$ cat src/rtl/tohost_reader.sv
// tohost_reader: captures CSR tohost writes into a small FIFO for the host
// and tracks RUN/PASS/FAIL test status from the written values.
module tohost_reader #(
  parameter int DEPTH = 4,
  parameter int CNT_W = 3
) (
  input  logic              clk,
  input  logic              rst_n,
  input  logic              csr_we,
  input  logic [31:0]       csr_wdata,
  output logic              host_valid,
  input  logic              host_ready,
  output logic [31:0]       host_data,
  output logic [CNT_W-1:0]  count,
  output logic              overflow,
  output logic              done,
  output logic              pass,
  output logic [30:0]       fail_code
);

  localparam int PTR_W = (DEPTH > 1) ? $clog2(DEPTH) : 1;

  typedef enum logic [1:0] {
    RUN  = 2'd0,
    PASS = 2'd1,
    FAIL = 2'd2
  } state_e;

  logic [31:0]      mem_q [DEPTH];
  logic [PTR_W-1:0] wr_ptr_q;
  logic [PTR_W-1:0] rd_ptr_q;
  logic [CNT_W-1:0] count_q;
  logic [CNT_W-1:0] count_d;
  logic             ovf_q;
  state_e           state_q;
  logic             done_q;
  logic             pass_q;
  logic [30:0]      fail_code_q;

  logic full;
  logic empty;
  logic pop;
  logic push;
  logic drop;

  assign full  = (count_q == CNT_W'(DEPTH));
  assign empty = (count_q == '0);
  assign pop   = !empty && host_ready;
  assign push  = csr_we && (!full || pop);
  assign drop  = csr_we && full && !pop;

  // Occupancy: push and pop together leave the count unchanged.
  always_comb begin
    count_d = count_q;
    unique case ({push, pop})
      2'b10:   count_d = count_q + CNT_W'(1);
      2'b01:   count_d = count_q - CNT_W'(1);
      default: count_d = count_q;
    endcase
  end

  // Storage array; contents before reset are hidden by the empty gate.
  always_ff @(posedge clk) begin
    if (push) begin
      mem_q[wr_ptr_q] <= csr_wdata;
    end
  end

  // Pointers, occupancy and sticky overflow.
  always_ff @(posedge clk or negedge rst_n) begin
    if (!rst_n) begin
      wr_ptr_q <= '0;
      rd_ptr_q <= '0;
      count_q  <= '0;
      ovf_q    <= 1'b0;
    end else begin
      if (push) wr_ptr_q <= wr_ptr_q + PTR_W'(1);
      if (pop)  rd_ptr_q <= rd_ptr_q + PTR_W'(1);
      count_q <= count_d;
      if (drop) ovf_q <= 1'b1;
    end
  end

  // Status FSM; PASS and FAIL are terminal until reset.
  always_ff @(posedge clk or negedge rst_n) begin
    if (!rst_n) begin
      state_q     <= RUN;
      done_q      <= 1'b0;
      pass_q      <= 1'b0;
      fail_code_q <= '0;
    end else begin
      unique case (state_q)
        RUN: begin
          if (csr_we && csr_wdata[0]) begin
            done_q <= 1'b1;
            if (csr_wdata == 32'h1) begin
              state_q <= PASS;
              pass_q  <= 1'b1;
            end else begin
              state_q     <= FAIL;
              fail_code_q <= csr_wdata[31:1];
            end
          end
        end
        PASS:    state_q <= PASS;
        FAIL:    state_q <= FAIL;
        default: state_q <= RUN;
      endcase
    end
  end

  assign host_valid = !empty;
  assign host_data  = empty ? 32'h0 : mem_q[rd_ptr_q];
  assign count      = count_q;
  assign overflow   = ovf_q;
  assign done       = done_q;
  assign pass       = pass_q;
  assign fail_code  = fail_code_q;

endmodule

$ cat config.mk
export PLATFORM = sky130hd
export DESIGN_NAME = tohost_reader
export DESIGN_NICKNAME = d
export VERILOG_FILES = /design/src/rtl/tohost_reader.sv
export SDC_FILE = /design/constraint.sdc
export NUM_CORES = 1
export LEC_CHECK = 0
export ABC_AREA = 1
export CAP_MARGIN = 0
export CORE_MARGIN = 1
export CORE_UTILIZATION = 29
export CTS_BUF_LIST = sky130_fd_sc_hd__clkbuf_8
export DETAILED_ROUTE_END_ITERATION = 6
export GPL_TIMING_DRIVEN = 0
export PLACE_DENSITY = 0.46
export SLEW_MARGIN = 15
export SYNTH_ARGS = -nofsm -noshare
export SYNTH_HDL_FRONTEND = slang
export SYNTH_SLANG_ARGS = --single-unit
$ cat constraint.sdc
create_clock -name clk -period 3.4 [get_ports clk]
set_clock_uncertainty 0.1 [all_clocks]
set_input_delay 0.85 -clock clk [delete_from_list [all_inputs] [get_ports clk]]
set_output_delay 0.85 -clock clk [all_outputs]
set_load 0.02 [all_outputs]
### Word level (Yosys, flattened, before mapping)

Memory sizes are Yosys's and may differ from the RTL's.
Index checks and enable logic that the tools add are counted.

* register bits: 43
* bits in writable memories: 128
* input bits: 36
* logic and storage cells: 43
* memories: 1

* add/sub/neg operators: 4
* equality and inequality tests: 7
* multiplexer cells: 7
* bitwise operators: 1
* reduce and logical (&&, ||, !) cells: 15

Memory list
* mem_q: words 4, bits a word 32, rd ports 1, clocked after memory_dff 0, wr ports 1, RTL line 29 `logic [31:0] mem_q [DEPTH];`

Operator list (number)
* == test 32 x 1 -> 1 bit, second input constant: 1
* two-way mux 32 bit: 1
* one-hot mux 2 bit (3 select lines): 1
* one-hot mux 3 bit (2 select lines): 1
* AND reduction 3 bit: 2
* logical AND 1 bit: 5
* adder 2 x 1 -> 2 bit, second input constant: 2
* == test 2 x 1 -> 1 bit, second input constant: 2
* == test 2 bit, second input constant: 2
* two-way mux 2 bit: 2
* adder 3 x 1 -> 3 bit, second input constant: 1
* == test 3 bit, second input constant: 1
* zero test 1 bit: 3
* zero test 3 bit: 1
* subtractor 3 x 1 -> 3 bit, second input constant: 1
* zero test 2 bit: 1
* two-way mux 1 bit: 2
* inequality test 2 bit, second input constant: 1
* AND reduction 2 bit: 1
* nonzero test 2 bit: 1
* logical OR 1 bit: 1
* inverter 1 bit: 1

### Longest topological paths before layout

Gate-level depths: netlist of the first run.

* word-level depth: 7
* mapped depth: 13

### Worst setup path after synthesis of the first run

Ideal clock, no wire load.

* path type: in2reg
* from: input host_ready
* to: memory mem_q[0][0] (enable)
* library setup time: 421 ps
* arrival: 2506 ps
* slack: 373 ps
* cell stages on the path: 4
* buffers on the path: 0
* cell sequence: nor2_1 -> nand2_1 -> nand2_1 -> nor2_1

* longest elaborated chain between the ends: 5

RTL lines
* start, declared: RTL line 12 `input logic host_ready,`
* logical AND 1 bit: RTL line 48 `assign pop = !empty && host_ready;`
* logical OR 1 bit: RTL line 49 `assign push = csr_we && (!full || pop);`
* logical AND 1 bit: RTL line 49
* two-way mux 1 bit: RTL line 64 `if (push) begin`
* two-way mux 1 bit (not written as such): RTL line 65 `mem_q[wr_ptr_q] <= csr_wdata;`
* end, declared: RTL line 29

No other way between the ends.

### Final worst setup path of the first run

* from: register rd_ptr_q[0]
* to: output host_data[26]

* longest elaborated chain between the ends: 2

RTL lines
* start, declared: RTL line 31 `logic [PTR_W-1:0] rd_ptr_q;`
* start signal, assigned: RTL line 78 `if (pop) rd_ptr_q <= rd_ptr_q + PTR_W'(1);`
* memory read (4 x 32 bit)
* two-way mux 32 bit: RTL line 113 `assign host_data = empty ? 32'h0 : mem_q[rd_ptr_q];`
* end, declared: RTL line 13 `output logic [31:0] host_data,`

No other way between the ends.

==> impl_metrics.env, run 1 <==
export IMPL_outcome="finished clean"
export IMPL_final_nets=818
export IMPL_syn_nets=689
export IMPL_cap_violations=0
export IMPL_cp_end_kind="primary output"
export IMPL_io_buffers=105
export IMPL_ys_ff_latch=171
export IMPL_post_route_period_util_pct=96.70
export IMPL_synth_cells=648
export IMPL_drc=0
export IMPL_ys_seq_area_share_pct=69.45
export IMPL_hpwl_um=12950
export IMPL_final_common_cell="nor2_1"
export IMPL_p_total_uw=7669
export IMPL_comb_power_share_pct=42.4
export IMPL_cp_arrival_ns=2.34
export IMPL_synthArstFlopShare_pct=25.15
export IMPL_required_ns=2.45
export IMPL_slew_headroom_pct=57.06
export IMPL_cts_root_buf="clkbuf_8"
export IMPL_clockBufferDepth=2
export IMPL_grt_pass1_vias=4993
export IMPL_cts_tree="yes"
export IMPL_drt_wl_total_um=19220
export IMPL_seqPwrFrac_pct=36.8
export IMPL_crit_type="reg2out"
export IMPL_cts_max_level=4
export IMPL_clkTransAtPathRegs_ns=0.09
export IMPL_synth_ff_type="edfxtp_1"
export IMPL_place_gp_congestion=0.7247
export IMPL_clock_fmax_mhz=304.2
export IMPL_rsz0062_at_grt="yes"
export IMPL_antennaDiodeCount=0
export IMPL_r2r_end="mem_q[3][26]$_DFFE_PP_"
export IMPL_synth_edff_count=128
export IMPL_ff2ff_setup_slack_ns=1.19
export IMPL_hold_viol=0
export IMPL_cts_setup_buffers=0
export IMPL_period_minus_slack_ns=3.288
export IMPL_syn_to_final_growth_pct=29.81
export IMPL_yosysWarnings=0
export IMPL_slew_viol_final=0
export IMPL_ant_nets=0
export IMPL_die_x_um=158.3
export IMPL_start_kind="flip-flop"
export IMPL_fill_cells=2358
export IMPL_r2r_worst_path_cells=6
export IMPL_cts_sinks=171
export IMPL_worst_slew_pin_transition_ns=0.6426
export IMPL_drt_iter0_markers=283
export IMPL_synth_cell_type_count=28
export IMPL_wl_per_cell_um=17.33
export IMPL_viasPerCell=4.575
export IMPL_mostFrequentLayoutCells="148 x nor2_1, 128 x edfxtp_1, 85 x nand2_1"
export IMPL_synth_area_leaders="edfxtp_1 54%, dfrtp_1 15%, nor2_1 8.1%"
export IMPL_grt_ovfl_total=0
export IMPL_drive_gt1_share_pct=11.65
export IMPL_antenna_found_initial=0
export IMPL_syn_area_per_cell_um2=10.93
export IMPL_start_util_pct=29.91
export IMPL_core_rowCount=56
export IMPL_leakage_uw=0.003766
export IMPL_die_area_um2=25060
export IMPL_swShare_pct=37.74
export IMPL_hp_class="in2async"
export IMPL_firstDrtPassIters=5
export IMPL_cts_buffers=17
export IMPL_setup_viol=0
export IMPL_r2r_start="count[2]$_DFFE_PN0P_"
export IMPL_clock_latency_ns=0.45
export IMPL_p_switching_uw=2894
export IMPL_synth_top_area_cell="edfxtp_1"
export IMPL_synth_area_um2=7084
export IMPL_postLayoutSetupSlackWorst_ns=0.1123
export IMPL_clkPwrFrac_pct=20.8
export IMPL_design_core_area_um2=23680
export IMPL_internal_power_uw=4775
export IMPL_die_h_um=158.3
export IMPL_grt_max_degree=28
export IMPL_vias=5074
export IMPL_ioPinCount=106
export IMPL_powerDensity_nw_per_um2=833.9
export IMPL_post_place_ws_ns=0.1367
export IMPL_synth_top_area_share_pct=54.26
export IMPL_grt_total_usage_pct=16.35
export IMPL_path_max_fanout=10
export IMPL_grt_pass1_wl_um=29340
export IMPL_ir_worst_vdd_v=0.0002619
## how the worst max path moves through the flow
stage,from,to,depth (start not counted)
global placement,csr_we,mem_q[3][16]$_DFFE_PP_,3
global route,rd_ptr_q[1]$_DFFE_PN0N_,host_data[26],6
CTS,rd_ptr_q[0]$_DFFE_PN0N_,host_data[10],7
detailed placement,rd_ptr_q[0]$_DFFE_PN0N_,host_data[12],6
finish,rd_ptr_q[0]$_DFFE_PN0N_,host_data[26],6
floorplan,host_ready,mem_q[0][0]$_DFFE_PP_,4
## area by class of cell
type | count | area, um2 | share of cell area (%)
inverter | 38 | 142.6 | 1.551
multi-input combinational | 406 | 1873 | 20.37
buffer | 33 | 216.5 | 2.354
timing repair buffer | 110 | 1199 | 13.03
clock buffer | 20 | 275.3 | 2.993
tap | 319 | 399.1 | 4.340
clock inverter | 12 | 171.4 | 1.864
sequential | 171 | 4920 | 53.50
## critical path, cell delays in order, from the launching register on
cell	delay, ns
dfrtp_1	0.41
inv_2	0.06
buf_2	0.22
clkbuf_2	0.28
o21ai_0	0.14
a21oi_1	0.15
clkdlybuf4s50_1	0.62
## cells by family (layout without fill, tap and decap cells)
| family | after synthesis | after routing | share of synthesized area (%) |
|---|---|---|---|
| and+or+nand+nor | 296 | 296 | 17.34 |
| DFF | 171 | 171 | 69.45 |
| AOI/OAI and AO/OA | 102 | 102 | 7.312 |
| buffers and inverters | 71 | 213 | 4.539 |
| adders and majority gates | 5 | 5 | 0.9891 |
| xor gates and xnor gates | 3 | 3 | 0.3710 |
## synthesized netlist by cell type, types with 4 or more instances
cell,n
ha_1,4
buf_2,16
dfrtp_1,43
edfxtp_1,128
nand3_1,38
nor2_1,152
clkbuf_1,12
inv_1,35
nand2_2,10
o21ai_0,62
a21oi_1,35
nand2_1,85
## sequential cells by signal, summed over array words and instances (netlist names), 2 cells and up
signal	cells
mem_q	128
fail_code	31
count	3
rd_ptr_q	2
state_q	2
wr_ptr_q	2
## power by group through the flow
stage	clock network [uW]	registers, uW	logic, uW
after CTS	1640	2830	3360
after detailed placement	0	2870	3380
after floorplan	0	2970	1660
final	1590	2820	3250
after global routing	1730	2860	3570
after global placement	0	2890	3240
## routing by layer
layer  up-vias  routed length [um]  part of all wire, %  GRT usage, %
li1       2428                   -                    -             -
met4         0                 308                  1.6         5.403
met5         -                   0                    0             0
met1      2491                8751                   46         21.63
met3        25                 849                  4.4         3.266
met2       130                9308                   48         26.75
## through the flow
step           instances  utilization (%)  hold slack, ns  instance area, um2  TNS [ns]
2_1_floorplan        648                -          0.3736                7084         0
3_3_place_gp        1072            36.04          0.3527                8534   -192.87
3_5_place_dp        1077            36.63          0.3583                8675         0
4_1_cts             1109            38.58          0.2370                9138         0
5_1_grt             1109            38.83          0.2541                9196  -0.08725
6_report            1109            38.83          0.2410                9196         0
## repair_timing
item	4_1_cts	5_1_grt
pin swaps	0	0
cloned	0	0
endpoints found under the setup margin	32	22
gates resized for setup	27	25
hold buffers	0	0
(Power assumes the default switching activity.)
==> inputs of run 2 (changes only) <==
--- a/config.mk
+++ b/config.mk
@@ -12,7 +12,7 @@
 export CTS_BUF_LIST = sky130_fd_sc_hd__clkbuf_8
 export DETAILED_ROUTE_END_ITERATION = 6
 export GPL_TIMING_DRIVEN = 0
-export PLACE_DENSITY = 0.46
+export PLACE_DENSITY = 0.48
 export SLEW_MARGIN = 15
 export SYNTH_ARGS = -nofsm -noshare
 export SYNTH_HDL_FRONTEND = slang
==> constraint.sdc (replaced) <==
create_clock -name clk -period 3 [get_ports clk]
set_clock_uncertainty 0.1 [all_clocks]
set_input_delay 0.75 -clock clk [delete_from_list [all_inputs] [get_ports clk]]
set_output_delay 0.75 -clock clk [all_outputs]
set_load 0.02 [all_outputs]
==> impl_metrics.env, run 2 (synthesis gave the netlist of run 1 again) <==
export IMPL_wl_per_cell_um=17.09
export IMPL_seqPwrFrac_pct=38.1
export IMPL_worst_slew_pin_transition_ns=0.6630
export IMPL_slowest_stage="clkdlybuf4s15_1"
export IMPL_cp_common_cell="buf_2"
export IMPL_powerDensity_nw_per_um2=927.9
export IMPL_ant_nets=0
export IMPL_clockBufferDepth=2
export IMPL_grt_ovfl_total=0
export IMPL_die_h_um=158.3
export IMPL_outcome="finished clean"
export IMPL_multi_input_area_um2=1881
export IMPL_die_area_um2=25060
export IMPL_leakage_uw=0.003540
export IMPL_p_switching_uw=3318
export IMPL_final_seq_area_um2=4920
export IMPL_crit_type="reg2out"
export IMPL_cts_buffers=17
export IMPL_cap_violations=0
export IMPL_grt_pass1_wl_um=28590
export IMPL_comb_power_share_pct=42.6
export IMPL_hp_class="in2async"
export IMPL_firstDrtPassIters=5
export IMPL_finalSetupTns_ns=0
export IMPL_path_max_fanout=10
export IMPL_final_common_cell="nor2_1"
export IMPL_grt_total_usage_pct=15.74
export IMPL_ir_worst_vdd_v=0.0003301
export IMPL_syn_to_final_growth_pct=27.73
export IMPL_clkTransAtPathRegs_ns=0.09
export IMPL_die_x_um=158.3
export IMPL_cts_sinks=171
export IMPL_drc=0
export IMPL_hpwl_um=12730
export IMPL_start_util_pct=29.91
export IMPL_drt_iter0_markers=287
export IMPL_swShare_pct=39.51
export IMPL_antennaDiodeCount=0
export IMPL_cts_max_level=4
export IMPL_setup_viol=0
export IMPL_hold_buffers=0
export IMPL_required_ns=2.15
export IMPL_clock_latency_ns=0.45
export IMPL_slowest_delay_ns=0.35
export IMPL_cts_setup_buffers=0
export IMPL_vias=5061
export IMPL_drive_gt1_share_pct=15.06
export IMPL_rsz0062_at_grt="no"
export IMPL_cp_arrival_ns=2.08
export IMPL_clock_fmax_mhz=340.7
export IMPL_fill_cells=2358
export IMPL_r2r_start="count[2]$_DFFE_PN0P_"
export IMPL_cts_root_buf="clkbuf_8"
export IMPL_cp_end_kind="primary output"
export IMPL_path_cells="buf_2, inv_1, buf_2, nor2_1, o21ai_1, a21oi_1, clkdlybuf4s15_1"
export IMPL_period_minus_slack_ns=2.935
export IMPL_final_nets=818
export IMPL_core_rowCount=56
export IMPL_ioPinCount=106
export IMPL_drt_wl_total_um=18950
export IMPL_slew_headroom_pct=55.70
export IMPL_hold_viol=0
export IMPL_largest_register_ffs=128
export IMPL_antenna_found_initial=0
export IMPL_crit_path_start="rd_ptr_q[1]$_DFFE_PN0N_"
export IMPL_start_kind="flip-flop"
export IMPL_design_core_area_um2=23680
export IMPL_cts_tree="yes"
export IMPL_place_gp_congestion=0.7405
export IMPL_whs_ns=0.1289
export IMPL_regMostFlops="mem_q"
export IMPL_internal_power_uw=5079
export IMPL_viasPerCell=4.564
export IMPL_io_buffers=105
export IMPL_grt_pass1_vias=4964
export IMPL_grt_max_degree=29
export IMPL_r2r_worst_path_cells=6
export IMPL_clkPwrFrac_pct=19.3
export IMPL_post_route_period_util_pct=97.83
export IMPL_slew_viol_final=0
export IMPL_mostFrequentLayoutCells="148 x nor2_1, 128 x edfxtp_1, 85 x nand2_1"
## run 2: what timing repair did
action,CTS,global route
endpoints found under the setup margin,32,29
resized for setup,69,49
pin swaps,0,3
## run 2: cell type report
type	count	share of cell area [%]
multi-input combinational	406	20.78
sequential	171	54.37
inverter	38	1.576
timing repair buffer	110	11.86
buffer	33	2.655
clock inverter	14	1.604
clock buffer	18	2.738
tap	319	4.411
## run 2: per-stage QoR
stage	area, um2	setup WS (ns)	total power, uW	std cells	utilization [%]
CTS	9111	0.001380	8558	1109	38.47
global route	9049	0.001868	8933	1109	38.21
finish	9049	0.06508	8396	1109	38.21
global placement	8534	-1.699	6937	1072	36.04
floorplan	7084	0.07309	5246	648	-
detailed placement	8690	-0.1296	7088	1077	36.69
## run 2: power by group through the flow
stage                     combinational (uW)  clock, uW  sequential (uW)
final                                   3570       1620             3200
after global routing                    3920       1770             3240
after CTS                               3680       1670             3200
after detailed placement                3840          0             3250
after global placement                  3670          0             3270
after floorplan                         1880          0             3370
## run 2: layer usage
metal	vias to the layer above	GRT usage, %	share of wire [%]
met3	21	3.212	4.7
li1	2430	-	-
met1	2469	20.24	45
met2	141	26.59	49
met5	-	0	0
met4	0	4.808	1.4
## run 2: worst paths after layout
kind / endpoint / slack [ns]
worst min-delay path: fail_code[15]$_DFFE_PN0P_ / 0.13
max in group asynchronous: fail_code[0]$_DFFE_PN0P_ / 2.14
min in group clk: fail_code[2]$_DFFE_PN0P_ / 0.38
worst max register to register: mem_q[3][16]$_DFFE_PP_ / 0.76
worst min register to register: fail_code[2]$_DFFE_PN0P_ / 0.38
worst max-delay path: host_data[30] / 0.07
## run 2: worst max-delay path: cells and delay by family, from the launching register on
kind	cells	cell delay, ns
buffers and inverters	4	0.88
AO/OA/AOI/OAI	2	0.30
AND/OR/NAND/NOR	1	0.12
flip-flops	1	0.34
